### src/rtl/branch_predictor.sv
// branch_predictor: direct-mapped table of 2-bit saturating counters with
// per-entry tag and target, plus saturating branch/mispredict statistics.
module branch_predictor #(
    parameter int unsigned ENTRIES    = 16,
    parameter int unsigned INDEX_BITS = 4,
    parameter int unsigned CNT_WIDTH  = 16,
    parameter int unsigned DATA_WIDTH = 32
) (
    input  logic                  clk,
    input  logic                  rst,
    input  logic [DATA_WIDTH-1:0] if_pc,
    output logic                  pred_hit,
    output logic                  pred_taken,
    output logic [DATA_WIDTH-1:0] pred_target,
    input  logic                  upd_valid,
    input  logic [DATA_WIDTH-1:0] upd_pc,
    input  logic                  upd_taken,
    input  logic [DATA_WIDTH-1:0] upd_target,
    input  logic                  upd_mispredict,
    output logic [CNT_WIDTH-1:0]  branch_cnt,
    output logic [CNT_WIDTH-1:0]  mispredict_cnt
);

    localparam int unsigned TAG_BITS = DATA_WIDTH - INDEX_BITS - 2;
    localparam logic [CNT_WIDTH-1:0] CNT_ONE = {{(CNT_WIDTH-1){1'b0}}, 1'b1};
    localparam logic [CNT_WIDTH-1:0] CNT_MAX = {CNT_WIDTH{1'b1}};

    // Prediction table
    logic                  r_valid  [ENTRIES];
    logic [TAG_BITS-1:0]   r_tag    [ENTRIES];
    logic [DATA_WIDTH-1:0] r_target [ENTRIES];
    logic [1:0]            r_ctr    [ENTRIES];

    logic [CNT_WIDTH-1:0]  r_branch_cnt;
    logic [CNT_WIDTH-1:0]  r_mispredict_cnt;

    logic [INDEX_BITS-1:0] w_if_idx;
    logic [TAG_BITS-1:0]   w_if_tag;
    logic                  w_if_hit;
    logic [INDEX_BITS-1:0] w_upd_idx;
    logic [TAG_BITS-1:0]   w_upd_tag;
    logic                  w_upd_hit;
    logic [1:0]            w_ctr_next;
    logic                  w_target_wr;
    logic [3:0]            w_unused_pc_lsbs;

    // Word-aligned PCs: the two low bits carry no information.
    assign w_unused_pc_lsbs = {if_pc[1:0], upd_pc[1:0]};

    assign w_if_idx  = if_pc[INDEX_BITS+1:2];
    assign w_if_tag  = if_pc[DATA_WIDTH-1:INDEX_BITS+2];
    assign w_upd_idx = upd_pc[INDEX_BITS+1:2];
    assign w_upd_tag = upd_pc[DATA_WIDTH-1:INDEX_BITS+2];

    // Combinational lookup; reads pre-update state (no bypass).
    always_comb begin
        w_if_hit    = r_valid[w_if_idx] && (r_tag[w_if_idx] == w_if_tag);
        pred_hit    = w_if_hit;
        pred_taken  = w_if_hit && r_ctr[w_if_idx][1];
        pred_target = w_if_hit ? r_target[w_if_idx] : '0;
    end

    // Next counter value and target write enable for the resolved branch.
    always_comb begin
        w_upd_hit   = r_valid[w_upd_idx] && (r_tag[w_upd_idx] == w_upd_tag);
        w_ctr_next  = r_ctr[w_upd_idx];
        w_target_wr = 1'b1;
        if (w_upd_hit) begin
            if (upd_taken) begin
                w_ctr_next = (r_ctr[w_upd_idx] == 2'b11) ? 2'b11 : r_ctr[w_upd_idx] + 2'b01;
            end else begin
                w_ctr_next  = (r_ctr[w_upd_idx] == 2'b00) ? 2'b00 : r_ctr[w_upd_idx] - 2'b01;
                w_target_wr = 1'b0;
            end
        end else begin
            // Fresh allocation starts in the weak state of the observed direction.
            w_ctr_next = upd_taken ? 2'b10 : 2'b01;
        end
    end

    // Table state: reset clears valid and sets weak-not-taken, else apply update.
    always_ff @(posedge clk) begin
        if (rst) begin
            for (int i = 0; i < ENTRIES; i++) begin
                r_valid[i] <= 1'b0;
                r_ctr[i]   <= 2'b01;
            end
        end else if (upd_valid) begin
            r_valid[w_upd_idx] <= 1'b1;
            r_tag[w_upd_idx]   <= w_upd_tag;
            r_ctr[w_upd_idx]   <= w_ctr_next;
            if (w_target_wr) begin
                r_target[w_upd_idx] <= upd_target;
            end
        end
    end

    // Saturating statistics counters.
    always_ff @(posedge clk) begin
        if (rst) begin
            r_branch_cnt     <= '0;
            r_mispredict_cnt <= '0;
        end else if (upd_valid) begin
            if (r_branch_cnt != CNT_MAX) begin
                r_branch_cnt <= r_branch_cnt + CNT_ONE;
            end
            if (upd_mispredict && (r_mispredict_cnt != CNT_MAX)) begin
                r_mispredict_cnt <= r_mispredict_cnt + CNT_ONE;
            end
        end
    end

    assign branch_cnt     = r_branch_cnt;
    assign mispredict_cnt = r_mispredict_cnt;

endmodule

### config.mk
export PLATFORM = sky130hd
export DESIGN_NAME = branch_predictor
export DESIGN_NICKNAME = d
export VERILOG_FILES = /design/src/rtl/branch_predictor.sv
export SDC_FILE = /design/constraint.sdc
export NUM_CORES = 1
export LEC_CHECK = 0
export BUFFER_PORTS_ARGS = -buffer_cell sky130_fd_sc_hd__buf_2
export CORE_UTILIZATION = 45
export CTS_CLUSTER_DIAMETER = 200
export CTS_CLUSTER_SIZE = 28
export DETAILED_ROUTE_END_ITERATION = 10
export PLACE_DENSITY_LB_ADDON = 0.1
export REMOVE_ABC_BUFFERS = 1
export SETUP_SLACK_MARGIN = 0.3
export SKIP_LAST_GASP = 1
export SLEW_MARGIN = 20
export SYNTH_ARGS = -nofsm -noshare
export SYNTH_HDL_FRONTEND = slang
export SYNTH_SLANG_ARGS = --single-unit
### constraint.sdc
create_clock -name clk -period 5.2 [get_ports clk]
set_input_delay 0.26 -clock clk [delete_from_list [all_inputs] [get_ports clk]]
set_output_delay 0.26 -clock clk [all_outputs]
set_load 0.05 [all_outputs]
==> impl_metrics.sql <==
INSERT INTO impl_metrics (metric_group, metric, value, unit) VALUES
('outcome', 'outcome', 'finished clean', ''),
('sta', 'timing.final.setup_violations', '0', ''),
('finish', 'commonest_non_fill_non_tap_cells_in_the_layout', 'sky130_fd_sc_hd__edfxtp_1, sky130_fd_sc_hd__mux4_2, sky130_fd_sc_hd__buf_2', ''),
('global_routing', 'antenna_found_initial', '7', ''),
('synth', 'synthesis.area_per_instance', '20.2', 'um2'),
('clock_tree', 'cts.reportedPaths.clkPinSlew', '0.11', 'ns'),
('drt', 'num_vias', '22300', ''),
('synth', 'netlist_instances', '2144', ''),
('sta', 'slew-limit-headroom', '0.258', ''),
('synth', 'synth_flop_cell', 'sky130_fd_sc_hd__edfxtp_1', ''),
('floorplan', 'std_cell_rows', '113', ''),
('drt', 'route.detailed.drc', '0', ''),
('critical_path', 'setup.worst_path.end_class', 'primary output', ''),
('global_routing', 'first_global_vias', '23300', ''),
('critical_path', 'slowest_delay', '0.60', 'ns'),
('synth', 'synthArstFlopShare', '0', ''),
('critical_path', 'worst_path_max_delay_cell', 'sky130_fd_sc_hd__mux4_2', ''),
('floorplan', 'num_io_pins', '167', ''),
('critical_path', 'worst-r2r-setup-slack', '1.33', 'ns'),
('clock_tree', 'postCtsSetupRepairBufs', '0', ''),
('floorplan', 'fp.dieW', '312', 'um'),
('drt', 'detail_route.wirelength', '111000', 'um'),
('critical_path', 'count_of_cells_along_the_worst_register_to_register_path', '11', ''),
('clock_tree', 'cts_htree_levels', '2', ''),
('drt', 'drt_first_pass_iters', '6', ''),
('sta', 'tightest_slew', '1.11', 'ns'),
('worst_hold_path', 'worst_hold_path_type', 'in2reg', ''),
('critical_path', 'crit_path_arrival_time', '4.13', 'ns'),
('drt', 'final_antenna_net_count', '0', ''),
('clock_tree', 'cts.root.buffer_cell', 'sky130_fd_sc_hd__clkbuf_16', ''),
('critical_path', 'path_max_fanout', '34', ''),
('clock_tree', 'tritoncts_sinks', '1008', ''),
('finish', 'stdcell_area', '0.0479', 'mm2'),
('power_and_ir_drop', 'static-leakage-power', '15.2', 'nW'),
('critical_path', 'critical_path.most_common_cell', 'sky130_fd_sc_hd__mux4_2', ''),
('floorplan', 'initial_core_util', '0.455', ''),
('sta', 'clock-skew-final', '0.0321', 'ns'),
('sta', 'setup_slack', '0.812', 'ns'),
('sta', 'final_hold_viol_count', '0', ''),
('global_routing', 'grt_first_pass_wirelength', '162000', 'um'),
('worst_hold_path', 'timing.hold.worst_endpoint', 'r_tag[12][9]', ''),
('critical_path', 'r2r-end', 'r_target[8][5]', ''),
('worst_hold_path', 'min_delay_path_depth', '1', ''),
('placement', 'gp_congestion', '0.838', ''),
('job', 'total_of_max_cap_violations', '0', ''),
('synth', 'synth-seq-area-share', '0.688', ''),
('critical_path', 'cp-start-kind', 'register', ''),
('placement', 'placement.setup.worst_slack', '0.698', 'ns'),
('clock_tree', 'clk-insertion-delay-late', '0.64', 'ns'),
('sta', 'final_period_minus_worst_setup_slack', '4.39', 'ns'),
('floorplan', 'die_h', '312', 'um'),
('finish', 'finalCoreUtilization', '0.503', ''),
('synth', 'yosys_register_bits', '1008', ''),
('clock_tree', 'cts_tree', 'yes', ''),
('finish', 'layout.cells.most_common', 'sky130_fd_sc_hd__edfxtp_1', ''),
('finish', 'num-nets-final', '2456', ''),
('power_and_ir_drop', 'power.ir.vdd_worst', '0.263', 'mV'),
('drt', 'drt-vias-per-instance', '6.14', ''),
('global_routing', 'gr-usage-all-layers', '0.229', ''),
('placement', 'dp_hpwl', '67100', 'um'),
('global_routing', 'gr_overflow_total', '0', ''),
('floorplan', 'core_area', '0.0952', 'mm2'),
('synth', 'synth-edff-count', '960', ''),
('floorplan', 'die_area', '0.0975', 'mm2'),
('synth', 'synth_cell_types', '63', ''),
('placement', 'io_buffer_count', '162', ''),
('clock_tree', 'tritoncts.num_buffers', '41', ''),
('drt', 'average_wire_length_per_cell_after_detail_routing', '30.5', 'um'),
('synth', 'syn_area', '0.0433', 'mm2'),
('critical_path', 'endpoint_required_time_on_the_critical_path', '4.94', 'ns'),
('finish', 'filler_cell_count', '7684', '');
[worst max path at each step]
| stage | to | cells past startpoint | start |
|---|---|---|---|
| floorplan | pred_taken | 6 | r_tag[15][17] |
| global placement | r_target[8][3] | 13 | upd_pc[3] |
| detailed placement | r_target[8][5] | 13 | upd_pc[3] |
| CTS | pred_target[25] | 8 | r_tag[14][18] |
| global route | pred_target[25] | 10 | if_pc[2] |
| finish | pred_target[25] | 8 | r_tag[7][21] |
[metal layers]
metal,part of all wire,track usage,up-vias,wire [um]
met3,0.054,0.0300,131,5950
met5,0.00048,0,-,53
met1,0.42,0.316,12200,46100
met2,0.51,0.389,689,56400
met4,0.021,0.0530,8,2360
li1,-,-,9341,-
[cell families (layout without fill, tap and decap cells)]
logic type      Yosys count  in the layout  share of synthesized area
xor+xnor                 78             78                     0.0158
fa+ha+maj                 2              2                   0.000578
mux                     478            478                      0.224
compound gates          134            134                     0.0209
buf+inv                 180            405                     0.0197
other cells               0              2                          0
flops                  1008           1008                      0.688
simple gates            264            264                     0.0318
[where the power goes]
group          switching [mW]  total (mW)  internal [mW]
sequential             0.0391        9.02           8.98
clock                    2.42        3.94           1.52
combinational           0.656        1.20          0.540
total                    3.11        14.2           11.0
[through the flow]
step	std cells	hold WS, ns	power [mW]
2_1_floorplan	2014	0.329	9.79
3_3_place_gp	3536	0.464	10.4
3_5_place_dp	3536	0.480	10.4
4_1_cts	3634	0.000777	14.3
5_1_grt	3636	0.0260	14.6
6_report	3636	0.0340	14.2
[synthesized netlist by cell type (4+ instances only)]
| cell | instances | area share |
|---|---|---|
| sky130_fd_sc_hd__o22ai_1 | 12 | 0.0017 |
| sky130_fd_sc_hd__and4_1 | 4 | 0.00081 |
| sky130_fd_sc_hd__a31oi_1 | 4 | 0.00058 |
| sky130_fd_sc_hd__a22oi_1 | 9 | 0.0016 |
| sky130_fd_sc_hd__and3_1 | 38 | 0.0055 |
| sky130_fd_sc_hd__a221oi_1 | 12 | 0.0024 |
| sky130_fd_sc_hd__o21ai_1 | 11 | 0.0013 |
| sky130_fd_sc_hd__xnor2_1 | 58 | 0.012 |
| sky130_fd_sc_hd__nand3_1 | 27 | 0.0031 |
| sky130_fd_sc_hd__buf_1 | 17 | 0.0015 |
| sky130_fd_sc_hd__mux2_2 | 20 | 0.0052 |
| sky130_fd_sc_hd__nand2_1 | 45 | 0.0039 |
| sky130_fd_sc_hd__nor3_1 | 10 | 0.0012 |
| sky130_fd_sc_hd__buf_6 | 11 | 0.0029 |
| sky130_fd_sc_hd__xor2_1 | 20 | 0.0040 |
| sky130_fd_sc_hd__mux4_1 | 5 | 0.0030 |
| sky130_fd_sc_hd__o21ai_0 | 37 | 0.0043 |
| sky130_fd_sc_hd__or3_1 | 11 | 0.0016 |
| sky130_fd_sc_hd__nor2_1 | 63 | 0.0055 |
| sky130_fd_sc_hd__nor2b_1 | 8 | 0.0012 |
| sky130_fd_sc_hd__nand4_1 | 17 | 0.0025 |
| sky130_fd_sc_hd__clkbuf_1 | 58 | 0.0050 |
| sky130_fd_sc_hd__nor2_2 | 11 | 0.0016 |
| sky130_fd_sc_hd__mux2i_1 | 70 | 0.016 |
| sky130_fd_sc_hd__edfxtp_1 | 960 | 0.67 |
| sky130_fd_sc_hd__nand2b_1 | 22 | 0.0032 |
| sky130_fd_sc_hd__mux4_2 | 383 | 0.20 |
| sky130_fd_sc_hd__a21oi_1 | 15 | 0.0017 |
| sky130_fd_sc_hd__dfxtp_1 | 48 | 0.022 |
| sky130_fd_sc_hd__buf_4 | 9 | 0.0016 |
| sky130_fd_sc_hd__inv_1 | 50 | 0.0043 |
| sky130_fd_sc_hd__buf_2 | 32 | 0.0037 |
[registers in the layout (all words and copies together), names as in the netlist]
signal          count
mispredict_cnt     16
r_valid            16
branch_cnt         16
r_tag             416
r_target          512
r_ctr              32
[area by class of cell]
| type | instances | area (um2) | area share |
|---|---|---|---|
| tap | 1265 | 1580 | 0.0331 |
| clock buffer | 57 | 1110 | 0.0231 |
| sequential | 1008 | 29800 | 0.622 |
| clock inverter | 2 | 36.3 | 0.000758 |
| inverter | 50 | 188 | 0.00392 |
| timing repair buffer | 296 | 2340 | 0.0490 |
| antenna | 2 | 5.00 | 0.000105 |
| multi-input combinational | 956 | 12800 | 0.268 |
[worst max-delay path, delay by kind of cell, from the launching register on]
kind,cells,cell delay [ns]
xor gates and xnor gates,1,0.18
muxes,2,1.10
DFF,1,0.42
and+or+nand+nor,3,1.15
buffers and inverters,2,0.61
[what timing repair did]
action / 4_1_cts / 5_1_grt
hold buffers: 39 / 0
gates resized for setup: 0 / 0
endpoints found under the hold margin: 600 / 0
Power figures use the tool's default switching activity.
